**src/rtl/mux8_reg_if.sv**
```systemverilog
// Bus bundle for the registered 8-to-1 read-port selector: eight data
// words, a binary select, and the registered selected word.
interface mux8_reg_if #(
  parameter int WIDTH = 32
);
  logic [WIDTH-1:0] a;
  logic [WIDTH-1:0] b;
  logic [WIDTH-1:0] c;
  logic [WIDTH-1:0] d;
  logic [WIDTH-1:0] e;
  logic [WIDTH-1:0] f;
  logic [WIDTH-1:0] g;
  logic [WIDTH-1:0] h;
  logic [2:0]       sel;
  logic [WIDTH-1:0] d_out;

  // Side that supplies the data words and select and consumes the result.
  modport master (
    output a, b, c, d, e, f, g, h, sel,
    input  d_out
  );

  // Side that implements the selector.
  modport slave (
    input  a, b, c, d, e, f, g, h, sel,
    output d_out
  );
endinterface

```
**src/rtl/mux8_reg.sv**
```systemverilog
// Registered 8-to-1 word multiplexer for the register-file read path.
// Input k (a..h) is chosen by sel=k and registered on d_out one cycle later.
// The register clears asynchronously while reset_n is low; release is not
// synchronised here, so the first capture is the first rising edge after
// reset_n returns high.
module mux8_reg #(
  parameter int WIDTH = 32
) (
  input logic       clk,
  input logic       reset_n,
  mux8_reg_if.slave bus
);

  logic [WIDTH-1:0] sel_word;

  // Decode the select into the word to be captured at the next edge; an
  // unknown select yields X so a bad select is never masked by a real input.
  always_comb begin
    sel_word = {WIDTH{1'b0}};
    case (bus.sel)
      3'b000:  sel_word = bus.a;
      3'b001:  sel_word = bus.b;
      3'b010:  sel_word = bus.c;
      3'b011:  sel_word = bus.d;
      3'b100:  sel_word = bus.e;
      3'b101:  sel_word = bus.f;
      3'b110:  sel_word = bus.g;
      3'b111:  sel_word = bus.h;
      default: sel_word = {WIDTH{1'bx}};
    endcase
  end

  // Output register: cleared by reset, otherwise loads the selected word every edge.
  always_ff @(posedge clk or negedge reset_n) begin
    if (!reset_n) begin
      bus.d_out <= {WIDTH{1'b0}};
    end else begin
      bus.d_out <= sel_word;
    end
  end

endmodule

```
**src/flat_wrapper.sv**
```systemverilog
// flat-port wrapper written by rule: the top's interface ports become plain ports
module mux8_reg_flat 
#(
  parameter int WIDTH = 32
)
  (clk, reset_n, bus_a, bus_b, bus_c, bus_d, bus_e, bus_f, bus_g, bus_h, bus_sel, bus_d_out);
  mux8_reg_if #(.WIDTH(WIDTH)) bus_i ();
  input logic clk;
  input logic reset_n;
  input wire logic [$bits(bus_i.a)-1:0] bus_a;
  input wire logic [$bits(bus_i.b)-1:0] bus_b;
  input wire logic [$bits(bus_i.c)-1:0] bus_c;
  input wire logic [$bits(bus_i.d)-1:0] bus_d;
  input wire logic [$bits(bus_i.e)-1:0] bus_e;
  input wire logic [$bits(bus_i.f)-1:0] bus_f;
  input wire logic [$bits(bus_i.g)-1:0] bus_g;
  input wire logic [$bits(bus_i.h)-1:0] bus_h;
  input wire logic [$bits(bus_i.sel)-1:0] bus_sel;
  output wire logic [$bits(bus_i.d_out)-1:0] bus_d_out;
  assign bus_i.a = bus_a;
  assign bus_i.b = bus_b;
  assign bus_i.c = bus_c;
  assign bus_i.d = bus_d;
  assign bus_i.e = bus_e;
  assign bus_i.f = bus_f;
  assign bus_i.g = bus_g;
  assign bus_i.h = bus_h;
  assign bus_i.sel = bus_sel;
  assign bus_d_out = bus_i.d_out;
  mux8_reg #(.WIDTH(WIDTH)) u_core (.clk(clk), .reset_n(reset_n), .bus(bus_i));
endmodule
```
**config.mk**
```make
export PLATFORM = sky130hd
export DESIGN_NAME = mux8_reg_flat
export DESIGN_NICKNAME = d
export VERILOG_FILES = /design/src/rtl/mux8_reg_if.sv /design/src/rtl/mux8_reg.sv /design/src/flat_wrapper.sv
export SDC_FILE = /design/constraint.sdc
export NUM_CORES = 1
export LEC_CHECK = 0
export ABC_AREA = 1
export ABC_CLOCK_PERIOD_IN_PS = 1100
export CAP_MARGIN = 20
export CORE_AREA = 2 2 114 116
export CTS_CLUSTER_SIZE = 14
export DETAILED_ROUTE_END_ITERATION = 8
export DIE_AREA = 0 0 116 118
export PLACE_DENSITY = 0.75
export SETUP_SLACK_MARGIN = 0.02
export SYNTH_ARGS = -nofsm -noshare
export SYNTH_HDL_FRONTEND = slang
export SYNTH_SLANG_ARGS = --single-unit
```
**constraint.sdc**
```tcl
create_clock -name clk -period 1.1 [get_ports clk]
set_input_delay 0.165 -clock clk [delete_from_list [all_inputs] [get_ports clk]]
set_output_delay 0.165 -clock clk [all_outputs]
set_load 0.02 [all_outputs]
```
Word level (Yosys, flattened, before mapping)

Cells that the tools add are included.

Memories: 0
Bits in read-only memories: 0
RAM bits: 0
Register bits: 32
Input bits: 261
Logic and storage cells: 10
Bits in latches: 0
Output and inout bits: 32

Muxes and demuxes: 1
Bitwise gates (word level): 0
Add/subtract/negate cells: 0
$mul: 0
Reduce and logical (&&, ||, !) cells: 1
Divide/modulo/power cells: 0
Eq/ne operators: 7
Shift-type cells: 0
Magnitude comparators: 0

Operators by type and width:

| cell                                          | count |
|---|---|
| one-hot mux 32 bit (8 select lines)           | 1 |
| == test 3 bit, second input constant          | 4 |
| == test 3 x 2 -> 1 bit, second input constant | 2 |
| == test 3 x 1 -> 1 bit, second input constant | 1 |
| zero test 3 bit                               | 1 |

Depth between registers and ports, before layout

Depth after elaboration: 2
Mapped depth: 7
Depth with buffers taken out: 5

Worst setup path after synthesis

Ideal clock, no wire load.

Kind: input to register
Start: input port bus_sel[2]
End: register u_core.bus.d_out[0]
Stages: 7
Arrival: 0.912 ns
Required time: 0.975 ns
Setup time: 0.125 ns
Buffers on the path: 3
Slack: 0.062 ns
Cells stage by stage: buf_4 -> buf_2 -> buf_2 -> nand4_1 -> nand2_1 -> nor2_1 -> nand3_1

Word-level cells in the longest chain between the ends: 2
Elaborated cells between the ends (all ways): 9
Those cells by class: eq/ne: 7; mux: 1; reduce/logical: 1

RTL lines:

| element                                     | RTL line           | RTL |
|---|---|---|
| start, declared                             | flat_wrapper.sv:18 | `input wire logic [$bits(bus_i.sel)-1:0] bus_sel;` |
| == test 3 bit, or another cell as far along | mux8_reg.sv:20     | `case (bus.sel)` |
| one-hot mux 32 bit (8 select lines) *       | mux8_reg.sv:20     |  |
| via u_core.sel_word[0]                      | mux8_reg.sv:14     | `logic [WIDTH-1:0] sel_word;` |
| end signal, assigned                        | mux8_reg.sv:36     | `bus.d_out <= {WIDTH{1'b0}};` |
| end signal, assigned                        | mux8_reg.sv:38     | `bus.d_out <= sel_word;` |
| end, declared                               | mux8_reg_if.sv:26  | `output d_out` |

Mark *: on every way through the listed nets, which the timed path passes. The rest lies on a longest branch.

Worst setup path in the final report

Start: register u_core.bus.d_out[25]
End: output port bus_d_out[25]

RTL lines:

| element       | RTL line           | RTL |
|---|---|---|
| end, declared | flat_wrapper.sv:19 | `output wire logic [$bits(bus_i.d_out)-1:0] bus_d_out;` |

No word-level cell between the ends.

==> run_summary.xml <==
<?xml version="1.0" encoding="UTF-8"?>
<metrics>
  <group name="finish">
    <metric name="nFillCells" unit="">1210</metric>
    <metric name="layout.cell_area.non_filler" unit="sq mm">0.00669</metric>
    <metric name="layout.nets" unit="">1105</metric>
    <metric name="final_util" unit="">0.539</metric>
    <metric name="layout-drive-gt1-share" unit="">0.0877</metric>
    <metric name="largest_registers" unit="">u_core.bus.d_out: 32 flops</metric>
    <metric name="regArea" unit="sq um">801</metric>
    <metric name="multiInputGateArea" unit="sq mm">0.00217</metric>
    <metric name="largest_register_ff_count" unit="">32</metric>
    <metric name="layout_commonest_cell" unit="">sky130_fd_sc_hd__clkdlybuf4s50_1</metric>
    <metric name="area.growth.synth_to_final" unit="%">98.6</metric>
    <metric name="stdcell_count" unit="">1016</metric>
    <metric name="antenna_cells_inserted" unit="">0</metric>
    <metric name="largest-register" unit="">u_core.bus.d_out</metric>
    <metric name="layout_common_cells" unit="">sky130_fd_sc_hd__clkdlybuf4s50_1, sky130_fd_sc_hd__nand4_1, sky130_fd_sc_hd__nand2_1, sky130_fd_sc_hd__nand3_1, sky130_fd_sc_hd__nor2_1</metric>
  </group>
  <group name="synthesis">
    <metric name="postSynthAreaPerCell" unit="sq um">5.82</metric>
    <metric name="synth_cell_types" unit="">13</metric>
    <metric name="ys_seq_elements" unit="">32</metric>
    <metric name="synth_sequential_area_ratio" unit="">0.238</metric>
    <metric name="synthDominantAreaCellType" unit="">sky130_fd_sc_hd__dfrtp_1</metric>
    <metric name="postSynthCellCount" unit="">579</metric>
    <metric name="post_synth_instance_area" unit="sq mm">0.00337</metric>
    <metric name="syn_nets" unit="">840</metric>
    <metric name="synth_top_cell_area_share" unit="">0.238</metric>
    <metric name="yosys_warnings" unit="">0</metric>
    <metric name="synth_area_leaders" unit="">sky130_fd_sc_hd__dfrtp_1, sky130_fd_sc_hd__nand4_1, sky130_fd_sc_hd__nand3_1</metric>
  </group>
  <group name="placement">
    <metric name="placed_cells" unit="">1008</metric>
    <metric name="dp_area" unit="sq mm">0.00660</metric>
    <metric name="number_of_input_and_output_port_buffers_inserted" unit="">292</metric>
    <metric name="dp_hpwl" unit="um">12700</metric>
    <metric name="gp_congestion" unit="">0.869</metric>
  </group>
  <group name="worst_setup_path">
    <metric name="timing.critical_path.depth" unit="">1</metric>
    <metric name="path_cells" unit="">clkdlybuf4s15_2</metric>
    <metric name="timing.critical_path.arrival" unit="ps">900</metric>
    <metric name="critical_path_required" unit="ps">940</metric>
    <metric name="timing.critical_path.slowest_stage_cell" unit="">sky130_fd_sc_hd__dfrtp_1</metric>
    <metric name="worstSetupStartpointType" unit="">flop</metric>
    <metric name="endpoint_type_of_the_worst_setup_path" unit="">primary output</metric>
    <metric name="critical_path_peak_fanout" unit="">1</metric>
    <metric name="worstSetupPathType" unit="">flop to primary output</metric>
    <metric name="timing.critical_path.buf_inv" unit="">1</metric>
    <metric name="worst_path_dominant_cell_family" unit="">flip-flops</metric>
    <metric name="slowest_delay" unit="ps">360</metric>
  </group>
  <group name="floorplanning">
    <metric name="fp.dieH" unit="um">118</metric>
    <metric name="coreArea" unit="sq mm">0.0124</metric>
    <metric name="initial_core_utilization" unit="">0.272</metric>
    <metric name="placement_rows" unit="">41</metric>
    <metric name="ios" unit="">293</metric>
    <metric name="die_area" unit="sq mm">0.0137</metric>
    <metric name="die_width" unit="um">116</metric>
  </group>
  <group name="sta">
    <metric name="tightest_slew" unit="ps">319</metric>
    <metric name="finalHoldViolations" unit="">0</metric>
    <metric name="fin_crit_sh" unit="">0.968</metric>
    <metric name="sum_of_negative_setup_slack" unit="ps">0</metric>
    <metric name="grt_setup_unrepaired" unit="">false</metric>
    <metric name="drv_slew" unit="">0</metric>
    <metric name="slew_headroom" unit="">0.787</metric>
    <metric name="fmax" unit="MHz">940</metric>
    <metric name="finalWorstPathRequiredPeriod" unit="ps">1060</metric>
    <metric name="setup_viol" unit="">0</metric>
  </group>
  <group name="power_and_ir_drop">
    <metric name="p_leak" unit="nW">3.09</metric>
    <metric name="totalPowerFinal" unit="mW">5.19</metric>
    <metric name="cellPowerDensity" unit="mW/mm^2">775</metric>
    <metric name="cell_internal_power" unit="mW">3.55</metric>
    <metric name="combinationalPowerShare" unit="">0.447</metric>
    <metric name="total_switching_power" unit="mW">1.63</metric>
    <metric name="seqPwrFrac" unit="">0.263</metric>
    <metric name="max-vdd-ir-drop" unit="mV">0.445</metric>
    <metric name="power.switching_fraction" unit="">0.315</metric>
    <metric name="power_frac_clock" unit="">0.290</metric>
  </group>
  <group name="route">
    <metric name="initialDrtViolationCount" unit="">619</metric>
    <metric name="post_drt_wl_per_cell" unit="um">16.9</metric>
    <metric name="via_count" unit="">5215</metric>
    <metric name="drt_pre_antenna_iters" unit="">5</metric>
    <metric name="final_antenna_net_count" unit="">0</metric>
    <metric name="remaining_drc_errors" unit="">0</metric>
    <metric name="routed_wl" unit="um">17200</metric>
    <metric name="viasPerCell" unit="">5.13</metric>
  </group>
  <group name="clocking">
    <metric name="cts_sinks" unit="">32</metric>
    <metric name="clockRootBuffer" unit="">sky130_fd_sc_hd__clkbuf_16</metric>
    <metric name="cts_buffers" unit="">5</metric>
    <metric name="clockBufferDepth" unit="">2</metric>
    <metric name="worst_setup_hold_path_clk_slew" unit="ps">60</metric>
    <metric name="post-cts-setup-buffers" unit="">0</metric>
    <metric name="cts_max_level" unit="">2</metric>
    <metric name="clock_tree_from_tritoncts" unit="">yes</metric>
  </group>
  <group name="grt">
    <metric name="grt_start_max_net_pins" unit="">66</metric>
    <metric name="final_global_route_overflow_total" unit="">0</metric>
    <metric name="first_global_vias" unit="">4875</metric>
    <metric name="number_of_antenna_violations_at_the_first_check_in_global_routing" unit="">0</metric>
    <metric name="gr-usage-all-layers" unit="">0.241</metric>
    <metric name="grt_first_pass_wirelength" unit="um">25800</metric>
  </group>
  <group name="hold_path">
    <metric name="worst_hold_path_type" unit="">input pin to asynchronous set/reset pin</metric>
  </group>
  <group name="outcome">
    <metric name="outcome" unit="">completed</metric>
  </group>
  <group name="flow_run">
    <metric name="max-cap-violations" unit="">0</metric>
  </group>
</metrics>
==> power by group through the flow <==
stage               logic (mW)  clock network, mW  registers (mW)
floorplan                0.640                  0            1.59
global placement          2.41                  0            1.39
detailed placement        2.41                  0            1.39
CTS                       2.37               1.53            1.37
global route              2.48               1.58            1.38
finish                    2.32               1.50            1.36
==> cell families (layout without fill, tap and decap cells) <==
family / after synthesis / after routing / share of synthesized area
buffers and inverters: 95 / 360 / 0.125
and+or+nand+nor: 452 / 452 / 0.637
DFF: 32 / 32 / 0.238
==> stage by stage <==
step / hold slack, ps / setup WS, ps
final: 397 / 35.7
after global routing: 427 / 20.1
after CTS: 397 / 19.1
after detailed placement: 148 / -81.7
after global placement: 147 / -94.1
after floorplan: -131 / 62.3
==> metal layers <==
metal,vias up,GRT usage,part of all wire
met5,-,0,0
met4,0,0.0789,0.029
met3,44,0.0453,0.092
met2,338,0.411,0.49
met1,2300,0.304,0.39
li1,2533,-,-
==> area by class of cell <==
cell class / count / area share
multi-input combinational: 452 / 0.324
sequential: 32 / 0.120
clock buffer: 7 / 0.0228
inverter: 35 / 0.0196
tap: 172 / 0.0321
timing repair buffer: 318 / 0.481
==> worst max-delay path by stage <==
stage | from | end | slack, ps
floorplan | bus_sel[2] | u_core.bus.d_out[0] | 60
global placement | bus_sel[0] | u_core.bus.d_out[17] | -90
detailed placement | bus_sel[1] | u_core.bus.d_out[7] | -80
CTS | u_core.bus.d_out[21] | bus_d_out[21] | 20
global route | u_core.bus.d_out[8] | bus_d_out[8] | 20
finish | u_core.bus.d_out[25] | bus_d_out[25] | 40
==> Yosys cell counts (all sizes together) <==
| cell | instances |
|---|---|
| nand2 | 128 |
| nand4 | 128 |
| nor2 | 98 |
| nand3 | 97 |
| buf | 50 |
| inv | 35 |
| dfrtp | 32 |
| clkbuf | 10 |
| nor3 | 1 |
==> what timing repair did <==
action	4_1_cts	5_1_grt
setup endpoints to repair	32	16
hold buffers	1	0
gates resized for setup	96	16
endpoints found under the hold margin	32	0
pin swaps	0	0
(Power assumes the default switching activity.)
==> edit, RTL diff (config.mk and constraints unchanged) <==
`WIDTH` is set to 32 in 3 places; all go to 64.
--- a/src/rtl/mux8_reg_if.sv
+++ b/src/rtl/mux8_reg_if.sv
@@ -1,7 +1,7 @@
 // Bus bundle for the registered 8-to-1 read-port selector: eight data
 // words, a binary select, and the registered selected word.
 interface mux8_reg_if #(
-  parameter int WIDTH = 32
+  parameter int WIDTH = 64
 );
   logic [WIDTH-1:0] a;
   logic [WIDTH-1:0] b;
--- a/src/rtl/mux8_reg.sv
+++ b/src/rtl/mux8_reg.sv
@@ -4,7 +4,7 @@
 // synchronised here, so the first capture is the first rising edge after
 // reset_n returns high.
 module mux8_reg #(
-  parameter int WIDTH = 32
+  parameter int WIDTH = 64
 ) (
   input logic       clk,
   input logic       reset_n,
--- a/src/flat_wrapper.sv
+++ b/src/flat_wrapper.sv
@@ -1,7 +1,7 @@
 // flat-port wrapper written by rule: the top's interface ports become plain ports
 module mux8_reg_flat 
 #(
-  parameter int WIDTH = 32
+  parameter int WIDTH = 64
 )
   (clk, reset_n, bus_a, bus_b, bus_c, bus_d, bus_e, bus_f, bus_g, bus_h, bus_sel, bus_d_out);
   mux8_reg_if #(.WIDTH(WIDTH)) bus_i ();
Ports: changed (9 resized); port bits go from 293 to 581. The function was not compared with the original's and may differ.
==> edit against the unedited design <==
The run now fails in 3_2_place_iop. Synthesized area up 100%.
==> edit: results (changes against the unedited design) <==
* Outcome: aborted with a tool error
* Stopped at: 3_2_place_iop
* Tool Error: [ERROR PPL-0024] Number of IO pins (581) exceeds maximum number of available positions (414). Increase the die perimeter from 468.00um to 790.16um.
* Prevailing post-synth register cell: dfrtp_1
* Mapped Nets at 1,672 (+99%)
* Synth top area cells: dfrtp_1 (24%), nand4_1 (24%), nand3_1 (14%), nand2_1 (14%), nor2_1 (11%)
* Seq/Total Area, Yosys at 23.56% (-0.20 points)
* FFs w/ async S/R, synth at 100.0% (unchanged)
* YS warnings at 0 (unchanged)
* Average size of a mapped cell at 5.887 um2 (+1.1%)
* Chip Width at 116 um (unchanged)
* Number of synthesized register bits at 64 (+100%)
* Commonest cells post-synth: nand2_1 (256), nand4_1 (256), nand3_1 (192), nor2_1 (192), buf_2 (99)
* Post-synth cell types at 15 (+2)
==> edit: cell types whose count changed after synthesis, moves of 2 or more <==
cell and delta:
nand2_1 +128, nand4_1 +128, nand3_1 +95, nor2_1 +95, buf_2 +55, inv_1 +33
dfrtp_1 +32, buf_6 +7, clkbuf_1 +4, buf_1 -2, nor2_4 +2
==> edit: cell families after synthesis <==
family,synth area share (%)
AND/OR/NAND/NOR,63.14
buffers and inverters,13.31
flip-flops,23.56
